===== config.mk =====
export PLATFORM = sky130hd
export DESIGN_NAME = hazard_ctrl
export DESIGN_NICKNAME = d
export VERILOG_FILES = /design/src/rtl/hazard_ctrl.sv
export SDC_FILE = /design/constraint.sdc
export NUM_CORES = 1
export LEC_CHECK = 0
export CAP_MARGIN = 20
export CORE_UTILIZATION = 35
export CTS_CLUSTER_SIZE = 40
export DETAILED_ROUTE_END_ITERATION = 10
export GPL_TIMING_DRIVEN = 0
export PLACE_DENSITY_LB_ADDON = 0.3
export SYNTH_ARGS = -nofsm -noshare
export SYNTH_HDL_FRONTEND = slang
export SYNTH_SLANG_ARGS = --single-unit

===== constraint.sdc =====
create_clock -name clk_i -period 2.2 [get_ports clk_i]
set_input_delay 0.33 -clock clk_i [delete_from_list [all_inputs] [get_ports clk_i]]
set_output_delay 0.33 -clock clk_i [all_outputs]
set_load 0.01 [all_outputs]

===== src/rtl/hazard_ctrl.sv =====
// hazard_ctrl: pipeline sequencer for the 5-stage core (stall/flush/bubble).
// Define HAZARD_CTRL_PERF_EN to build the lu/mem/flush perf counters.
module hazard_ctrl #(
  parameter int MEM_TIMEOUT = 64,
  parameter int CNT_W       = 32
) (
  input  logic             clk_i,
  input  logic             rst_i,
  input  logic             start_i,
  input  logic [4:0]       RS1addr_i,
  input  logic [4:0]       RS2addr_i,
  input  logic             use_rs2_i,
  input  logic             EX_MemRead_i,
  input  logic [4:0]       EX_RDaddr_i,
  input  logic             branch_taken_i,
  input  logic             mem_stall_i,
  output logic             pc_write_o,
  output logic             if_id_write_o,
  output logic             if_id_flush_o,
  output logic             id_ex_bubble_o,
  output logic             pipe_stall_o,
  output logic             err_o,
  output logic [CNT_W-1:0] lu_cnt_o,
  output logic [CNT_W-1:0] mem_cnt_o,
  output logic [CNT_W-1:0] flush_cnt_o
);

  localparam int TW = $clog2(MEM_TIMEOUT + 1);
  localparam logic [TW-1:0] TMAX = TW'(MEM_TIMEOUT);
  localparam logic [TW-1:0] TONE = TW'(1);

  typedef enum logic [1:0] {
    IDLE,
    RUN,
    MEM_WAIT
  } state_t;

  state_t        state;
  state_t        state_nxt;
  logic [TW-1:0] tcnt;
  logic [TW-1:0] tcnt_nxt;
  logic          lu;
  logic          go;

  assign lu = EX_MemRead_i && (EX_RDaddr_i != 5'd0) &&
              ((EX_RDaddr_i == RS1addr_i) ||
               (use_rs2_i && (EX_RDaddr_i == RS2addr_i)));

  // next-state, watchdog count and Mealy control outputs
  always_comb begin
    state_nxt      = state;
    tcnt_nxt       = tcnt;
    go             = 1'b0;
    pc_write_o     = 1'b0;
    if_id_write_o  = 1'b0;
    if_id_flush_o  = 1'b0;
    id_ex_bubble_o = 1'b0;
    pipe_stall_o   = 1'b1;
    case (state)
      IDLE: begin
        if (start_i) state_nxt = RUN;
      end
      RUN: begin
        unique case (1'b1)
          !start_i:                state_nxt = IDLE;
          start_i && mem_stall_i:  state_nxt = MEM_WAIT;
          start_i && !mem_stall_i: go = 1'b1;
        endcase
      end
      MEM_WAIT: begin
        if (mem_stall_i) begin
          if (tcnt != TMAX) tcnt_nxt = tcnt + TONE;
        end else begin
          tcnt_nxt  = '0;
          go        = start_i;
          state_nxt = start_i ? RUN : IDLE;
        end
      end
      default: state_nxt = IDLE;
    endcase
    if (go) begin
      pipe_stall_o = 1'b0;
      if (lu) begin
        id_ex_bubble_o = 1'b1;
      end else begin
        pc_write_o    = 1'b1;
        if_id_write_o = 1'b1;
        if_id_flush_o = branch_taken_i;
      end
    end
  end

  // state, watchdog count and sticky timeout flag
  always_ff @(posedge clk_i or negedge rst_i) begin
    if (!rst_i) begin
      state <= IDLE;
      tcnt  <= '0;
      err_o <= 1'b0;
    end else begin
      state <= state_nxt;
      tcnt  <= tcnt_nxt;
      if (tcnt_nxt == TMAX) err_o <= 1'b1;
    end
  end

`ifdef HAZARD_CTRL_PERF_EN
  localparam logic [CNT_W-1:0] CONE = CNT_W'(1);
  logic mem_ev;

  assign mem_ev = mem_stall_i &&
                  (((state == RUN) && start_i) || (state == MEM_WAIT));

  // event counters, wrapping
  always_ff @(posedge clk_i or negedge rst_i) begin
    if (!rst_i) begin
      lu_cnt_o    <= '0;
      mem_cnt_o   <= '0;
      flush_cnt_o <= '0;
    end else begin
      if (id_ex_bubble_o) lu_cnt_o <= lu_cnt_o + CONE;
      if (mem_ev) mem_cnt_o <= mem_cnt_o + CONE;
      if (if_id_flush_o) flush_cnt_o <= flush_cnt_o + CONE;
    end
  end
`else
  assign lu_cnt_o    = '0;
  assign mem_cnt_o   = '0;
  assign flush_cnt_o = '0;
`endif

endmodule


# Word level (Yosys, flattened, before mapping)
# Cells that the tools add are included.
# op_classes
addsub	1
n_eq_ne	9
muxes	18
n_reduce_logical	11
# ops
op	n
$mux W7	3
$eq A5 B5 Y1	2
$mux W1	10
$add A7 B1 Y7 const B	1
$eq A7 B7 Y1 const B	1
$ne A7 B7 Y1 const B	1
$pmux W2 S3	1
$logic_and A1 B1 Y1	5
$reduce_bool A5 Y1	1
$mux W2	2
$ne A2 B2 Y1 const B	2
$pmux W2 S2	1
$ne A3 B3 Y1 const B	1
$reduce_and A3 Y1	1
$eq A2 B1 Y1 const B	1
$eq A2 B2 Y1 const B	1
$logic_not A1 Y1	2
$logic_not A2 Y1	1
$pmux W1 S2	1
$logic_or A1 B1 Y1	1
# word_totals
register_bits	10
in_bits	22

# Longest topological paths before layout
# Gate-level depths: netlist of the first run.
# logic_depth
depth_word	6
mapped_depth	7
depth_no_buf	7

# Least setup slack after synthesis of the first run
# OpenSTA, ideal clock, no wires.
# synth_path
path_type	register -> output
startpoint	reg state[0]
endpoint	out if_id_flush_o
arrival_ns	1.533
required_ns	1.870
setup_slack_ns	0.337
stages_incl_launch_ff	7
path_buffers	1
cell_sequence	dfrtp_1 -> inv_1 -> ha_1 -> buf_4 -> o211ai_1 -> a31oi_1 -> and2_1
# synth_between
elab_chain_cells	3
# synth_rtl
element	line	rtl
start: declaration	38	state_t state;
start signal: assignment	100	state <= state_nxt;
$eq A2 B2 Y1 / $eq A2 B1 Y1 (equally long branches)	59	case (state)
$pmux W1 S2 (*)	59	
$mux W1 (*)	81	if (go) begin
end: declaration	19	output logic if_id_flush_o,
# Every way passes the cells marked *; elsewhere a longest branch is shown, timed or not.

# Worst setup path after layout of the first run
# layout_path
startpoint	reg state[0]
endpoint	out pc_write_o
# layout_between
elab_chain_cells	3
# layout_rtl
element	line	rtl
$eq A2 B2 Y1 / $eq A2 B1 Y1 (equally long branches)	59	
$pmux W1 S2 (*)	59	
$mux W1 (*)	81	
end: declaration	17	output logic pc_write_o,
# Marked as above.

==> metrics.csv, run 1 <==
metric,value,unit
status,"complete, no violations",
path_buf_inv,5,
slowest_delay,0.39,ns
drive_gt1_share,37.43,%
die-area,4946,µm²
routed_wirelength,2893,µm
regArea,251.5,µm²
clk_path_buf_depth,2,
numCtsBuffers,3,
cp_top_family,buffers and inverters,
max_freq,477.4,MHz
drc,0,
slew_violations,0,
track_usage,10.97,%
fp.dieW,70.33,µm
finalSetupViolCount,0,
netlist-cell-type-count,39,
diodes,0,
worstSetupPathType,register to primary output,
startpoint,state[0],
yosys-top-cells-count,"buf_4, inv_1, xnor2_1",
synthMostInstantiatedCell,buf_4,
antenna_found_initial,0,
cp_max_fo,4,
synthTopCellsByArea,"buf_4, dfrtp_1, xnor2_1",
drt_iter0_drc,39,
synthesis.area,1634,µm²
grt.overflow.total,0,
rows,24,
r2r_setup_slack,0.29,ns
nNetsFinal,363,
initial_core_util,37.02,%
cp_num_cells,8,
ir_worst_vdd,0.2306,mV
cp_common_cell,buf_4,
cp_cell_sequence,inv_2 > ha_4 > buf_6 > o211ai_1 > a31oi_2 > buf_4 > buf_4 > buf_4,
rsz0062_at_grt,false,
arrival,1.76,ns
whs,0.4079,ns
vias_per_cell,3.446,
clock_skew,0.002689,ns
fin_setup_tns,0,ns
cts_root_buf,clkbuf_8,
wl_per_cell,7.495,µm
yosys.area.top_type,buf_4,
first_global_vias,1096,
grt_pass1_wl,4471,µm
hold_viol_final,0,
final_util,54.96,%
async_reset_ff_share,100.0,%
placed_cells_incl_taps,379,
dp_hpwl,2520,µm
synth_flop_cell,dfrtp_1,
nFillCells,428,
worst-r2r-cell-count,6,
synth_top_area_share,45.02,%
grt_max_degree,11,
tritoncts,built,
clk_latency,0.24,ns
fin_crit_sh,95.22,%
dieHeight,70.33,µm
h-tree-depth,1,
worstSetupEndpoint,pc_write_o,
startpoint_type,register,
post_layout_nonfiller_instances,386,
synth-warning-count,0,
io_buffers,27,
r2r-start,tcnt[0],
syn_area_per_cell,7.971,µm²
area.growth.synth_to_final,48.47,%
ys_ff_latch,10,
gp_congestion,0.7756,
cpMaxStageDelayCell,dfrtp_1,
dr_total_vias,1330,
multi_input_area,964.7,µm²
p_per_area,512.0,nW/µm²
min_period,2.095,ns
required,1.87,ns
core,4414,µm²
seq_area_frac_synth,15.31,%
dr.pass1.iters,4,
clk_pin_slew,0.05,ns
cts_sinks,10,
hold_path.class,input pin to async pin,
end_kind,primary output,
antenna_left,0,
maxCapViolations,0,
pin_count,124,
netlist_instances,205,
leakage,1.416,nW
r2r-end,err_o,
synth_edf_count,0,
## area by class of cell
type / count / share of cell area [%]
multi-input combinational: 178 / 39.76
buffer: 100 / 31.41
inverter: 12 / 1.857
sequential: 10 / 10.37
timing repair buffer: 30 / 11.66
clock buffer: 4 / 2.269
tap: 52 / 2.682
## placed cells by master (no fill, tap or decap), types with 4 or more instances in the layout
cell type,synthesis,final
xnor2_1,11,11
clkbuf_8,0,4
nand3_1,7,7
a21oi_1,4,4
ha_1,6,5
conb_1,1,96
buf_4,98,101
dlygate4sd2_1,0,4
o21ai_0,6,6
dfrtp_1,10,9
inv_1,12,11
nand2_1,10,10
clkdlybuf4s50_1,0,17
## timing repair
action                                  CTS  global route
hold buffers                              0             0
gates resized for setup                  12            12
pin swaps                                 1             3
endpoints found under the setup margin    5             4
setup buffers                             1             2
## metrics by stage
| step | worst slack, ns | instance area [µm²] | power [mW] |
|---|---|---|---|
| floorplan | 0.3374 | 1991 | 0.8228 |
| global placement | -0.2725 | 2326 | 0.9585 |
| detailed placement | -0.3111 | 2326 | 0.9714 |
| CTS | 0.005614 | 2392 | 1.208 |
| global route | 0.0008862 | 2426 | 1.352 |
| finish | 0.1052 | 2426 | 1.242 |
## routing by layer
| layer | GRT usage (%) | routed length (µm) | up-vias |
|---|---|---|---|
| met4 | 5.333 | 40 | 0 |
| met1 | 11.85 | 1072 | 522 |
| met5 | 0 | 0 | - |
| li1 | - | - | 739 |
| met2 | 20.74 | 1522 | 65 |
| met3 | 1.299 | 258 | 4 |
## kinds of logic (layout without fill, tap and decap cells)
kind of cell / after synthesis / count (layout) / share of synthesized area (%)
simple gates: 36 / 36 / 12.56
buf+inv: 112 / 146 / 49.16
fa+ha+maj: 6 / 6 / 4.594
other cells: 1 / 96 / 0.2295
xor+xnor: 11 / 11 / 5.896
flops: 10 / 10 / 15.31
compound gates: 28 / 28 / 11.56
mux: 1 / 1 / 0.6891
## worst min-delay path by stage
stage | from | endpoint | slack [ns] | cells after the start
final | rst_i | tcnt[5] | 0.41 | 1
after global routing | rst_i | err_o | 0.45 | 1
after CTS | rst_i | tcnt[6] | 0.42 | 1
after detailed placement | err_o | err_o | 0.45 | 2
after global placement | err_o | err_o | 0.45 | 2
after floorplan | rst_i | err_o | 0.03 | 0
## registers in the layout, indices dropped and copies added, names as in the netlist
signal  count
err_o       1
state       2
tcnt        7
## power breakdown
group | switching, mW | internal (mW) | total [mW]
Sequential | 0.0755 | 0.241 | 0.316
Combinational | 0.339 | 0.356 | 0.695
Clock | 0.0733 | 0.157 | 0.231
(Power assumes the default switching activity.)
==> inputs of run 2 (changes only) <==
--- a/config.mk
+++ b/config.mk
@@ -9,7 +9,7 @@
 export CORE_UTILIZATION = 35
 export CTS_CLUSTER_SIZE = 40
 export DETAILED_ROUTE_END_ITERATION = 10
-export GPL_TIMING_DRIVEN = 0
+export GPL_TIMING_DRIVEN = 1
 export PLACE_DENSITY_LB_ADDON = 0.3
 export SYNTH_ARGS = -nofsm -noshare
 export SYNTH_HDL_FRONTEND = slang
==> run 2 against run 1 <==
  * Utilization fell by 17 points
  * Flip-flop and latch count is the same
  * Sequential power barely moved
  * Sequential share of layout area is 4.4 points higher
  * Worst hold slack better by 0.0049 ns
  * Largest cell class is now multi-input combinational cells
  * First-iteration DRC count up 15%
  * Largest power group unchanged
  * Register-to-register slack about the same
==> metrics.csv, run 2 (synthesized netlist as in run 1, its figures left out) <==
metric,value,unit,change
end_kind,primary output,,
hold_path.class,input pin to async pin,,
gp_congestion,0.7827,,+0.92%
core,4414,µm²,unchanged
r2r-start,tcnt[0],,
clk_path_buf_depth,2,,unchanged
cts_root_buf,clkbuf_8,,
final_util,38.29,%,-17 points
final_common_cell,conb_1,,
track_usage,9.220,%,-1.8 points
dr.pass1.iters,4,,unchanged
die-area,4946,µm²,unchanged
startpoint_type,input pin,,
p_per_area,623.8,nW/µm²,+22%
pin_count,124,,unchanged
rsz0062_at_grt,false,,
arrival,1.73,ns,-0.03 ns
place_ws,-0.2471,ns,+0.06405 ns
largest_register,tcnt,,
fin_crit_sh,93.69,%,-1.5 points
worst-r2r-cell-count,6,,unchanged
required,1.87,ns,about the same
diodes,0,,unchanged
dr_total_vias,1143,,-14%
nFillCells,475,,+11%
grt.overflow.total,0,,unchanged
first_global_vias,849,,-23%
h-tree-depth,1,,unchanged
post_layout_nonfiller_instances,291,,-25%
slew_violations,0,,unchanged
fin_setup_tns,0,ns,unchanged
placed_cells_incl_taps,283,,-25%
dieHeight,70.33,µm,unchanged
maxCapViolations,0,,unchanged
layout_common_cells,"conb_1, clkdlybuf4s50_1, inv_1",,
fp.dieW,70.33,µm,unchanged
startpoint,RS2addr_i[3],,
rows,24,,unchanged
antenna_left,0,,unchanged
largest_reg_flops,7,,unchanged
dp_hpwl,1978,µm,-21%
drc,0,,unchanged
cts_hold_buf,0,,unchanged
cts_sinks,10,,unchanged
worstSetupPathType,input pin to primary output,,
clk_pin_slew,0.05,ns,about the same
ir_worst_vdd,0.1777,mV,-23%
io_buffers,27,,unchanged
vias_per_cell,3.928,,+14%
wl_per_cell,8.430,µm,+12%
max_freq,485.1,MHz,+1.6%
tritoncts,built,,
drt_iter0_drc,45,,+15%
leakage,0.9036,nW,-36%
nNetsFinal,269,,-26%
grt_pass1_wl,3670,µm,-18%
clock_skew,0.003357,ns,+0.0006682 ns
largestRegisters,"tcnt: 7 flops, state: 2 flops, err_o: 1 flops",,
initial_core_util,37.02,%,unchanged
min_period,2.061,ns,-0.03358 ns
cp_max_fo,2,,-2
status,"complete, no violations",,
hold_viol_final,0,,unchanged
multi_input_area,965.9,µm²,+0.13%
grt_max_degree,12,,+1
fin_ws,0.1387,ns,+0.03358 ns
routed_wirelength,2453,µm,-15%
antenna_found_initial,0,,unchanged
clk_latency,0.24,ns,about the same
area.growth.synth_to_final,3.446,%,
regArea,250.2,µm²,-0.50%
finalSetupViolCount,0,,unchanged
p_total,1.054,mW,-15%
drive_gt1_share,11.72,%,-26 points
numCtsBuffers,3,,unchanged
==> run 2: changes by cell type in the layout (fill, tap and decap cells not counted), moves of 2 or more <==
cell             previous run  this run
buf_6                       3         0
xnor2_2                     0         2
xnor2_1                    11         9
buf_4                     101         9
dlygate4sd2_1               4         8
clkdlybuf4s50_1            17        15
==> run 2: routing by layer <==
layer / wire length [µm] / vias to the layer above / GRT usage (%)
li1: - / 551 / -
met1: 938 / 506 / 11.04
met2: 1256 / 81 / 16.19
met3: 217 / 5 / 1.299
met4: 40 / 0 / 4.000
met5: 0 / - / 0
==> run 2: area by class of cell <==
cell class	count	share of cell area, %
Sequential cell	10	14.80
Multi-Input combinational cell	178	57.14
Timing Repair Buffer	36	19.10
Tap cell	52	3.849
Inverter	12	2.665
Clock buffer	3	2.443
==> run 2: repair_timing <==
action                     CTS  global route
setup buffers                5             0
pin swaps                    3             3
setup endpoints to repair    4             2
gates resized for setup     13             9
==> run 2: critical path, cell delays in order <==
cell	delay [ns]
clkdlybuf4s50_1	0.47
xnor2_1	0.12
nand4_1	0.15
o22ai_2	0.13
a31oi_1	0.12
buf_4	0.14
dlygate4sd2_1	0.27
==> run 2: worst paths after layout <==
path / slack [ns] / to
setup reg to reg: 0.30 / err_o
max in group asynchronous: 1.47 / tcnt[0]
hold reg to reg: 0.47 / err_o
setup / recovery: 0.14 / pc_write_o
min in group clk_i: 0.47 / err_o
hold / removal: 0.41 / tcnt[6]
==> run 2: power breakdown <==
group          internal (mW)  leakage (nW)  total [mW]  switching, mW
logic                  0.239         0.768       0.546          0.307
clock network          0.120        0.0216       0.191         0.0713
registers              0.240         0.114       0.317         0.0777
==> run 2: per-stage QoR <==
step	hold slack, ns	cell area (µm²)
2_1_floorplan	0.03441	1991
3_3_place_gp	0.4570	1598
3_5_place_dp	0.4601	1598
4_1_cts	0.4427	1678
5_1_grt	0.4822	1690
6_report	0.4129	1690
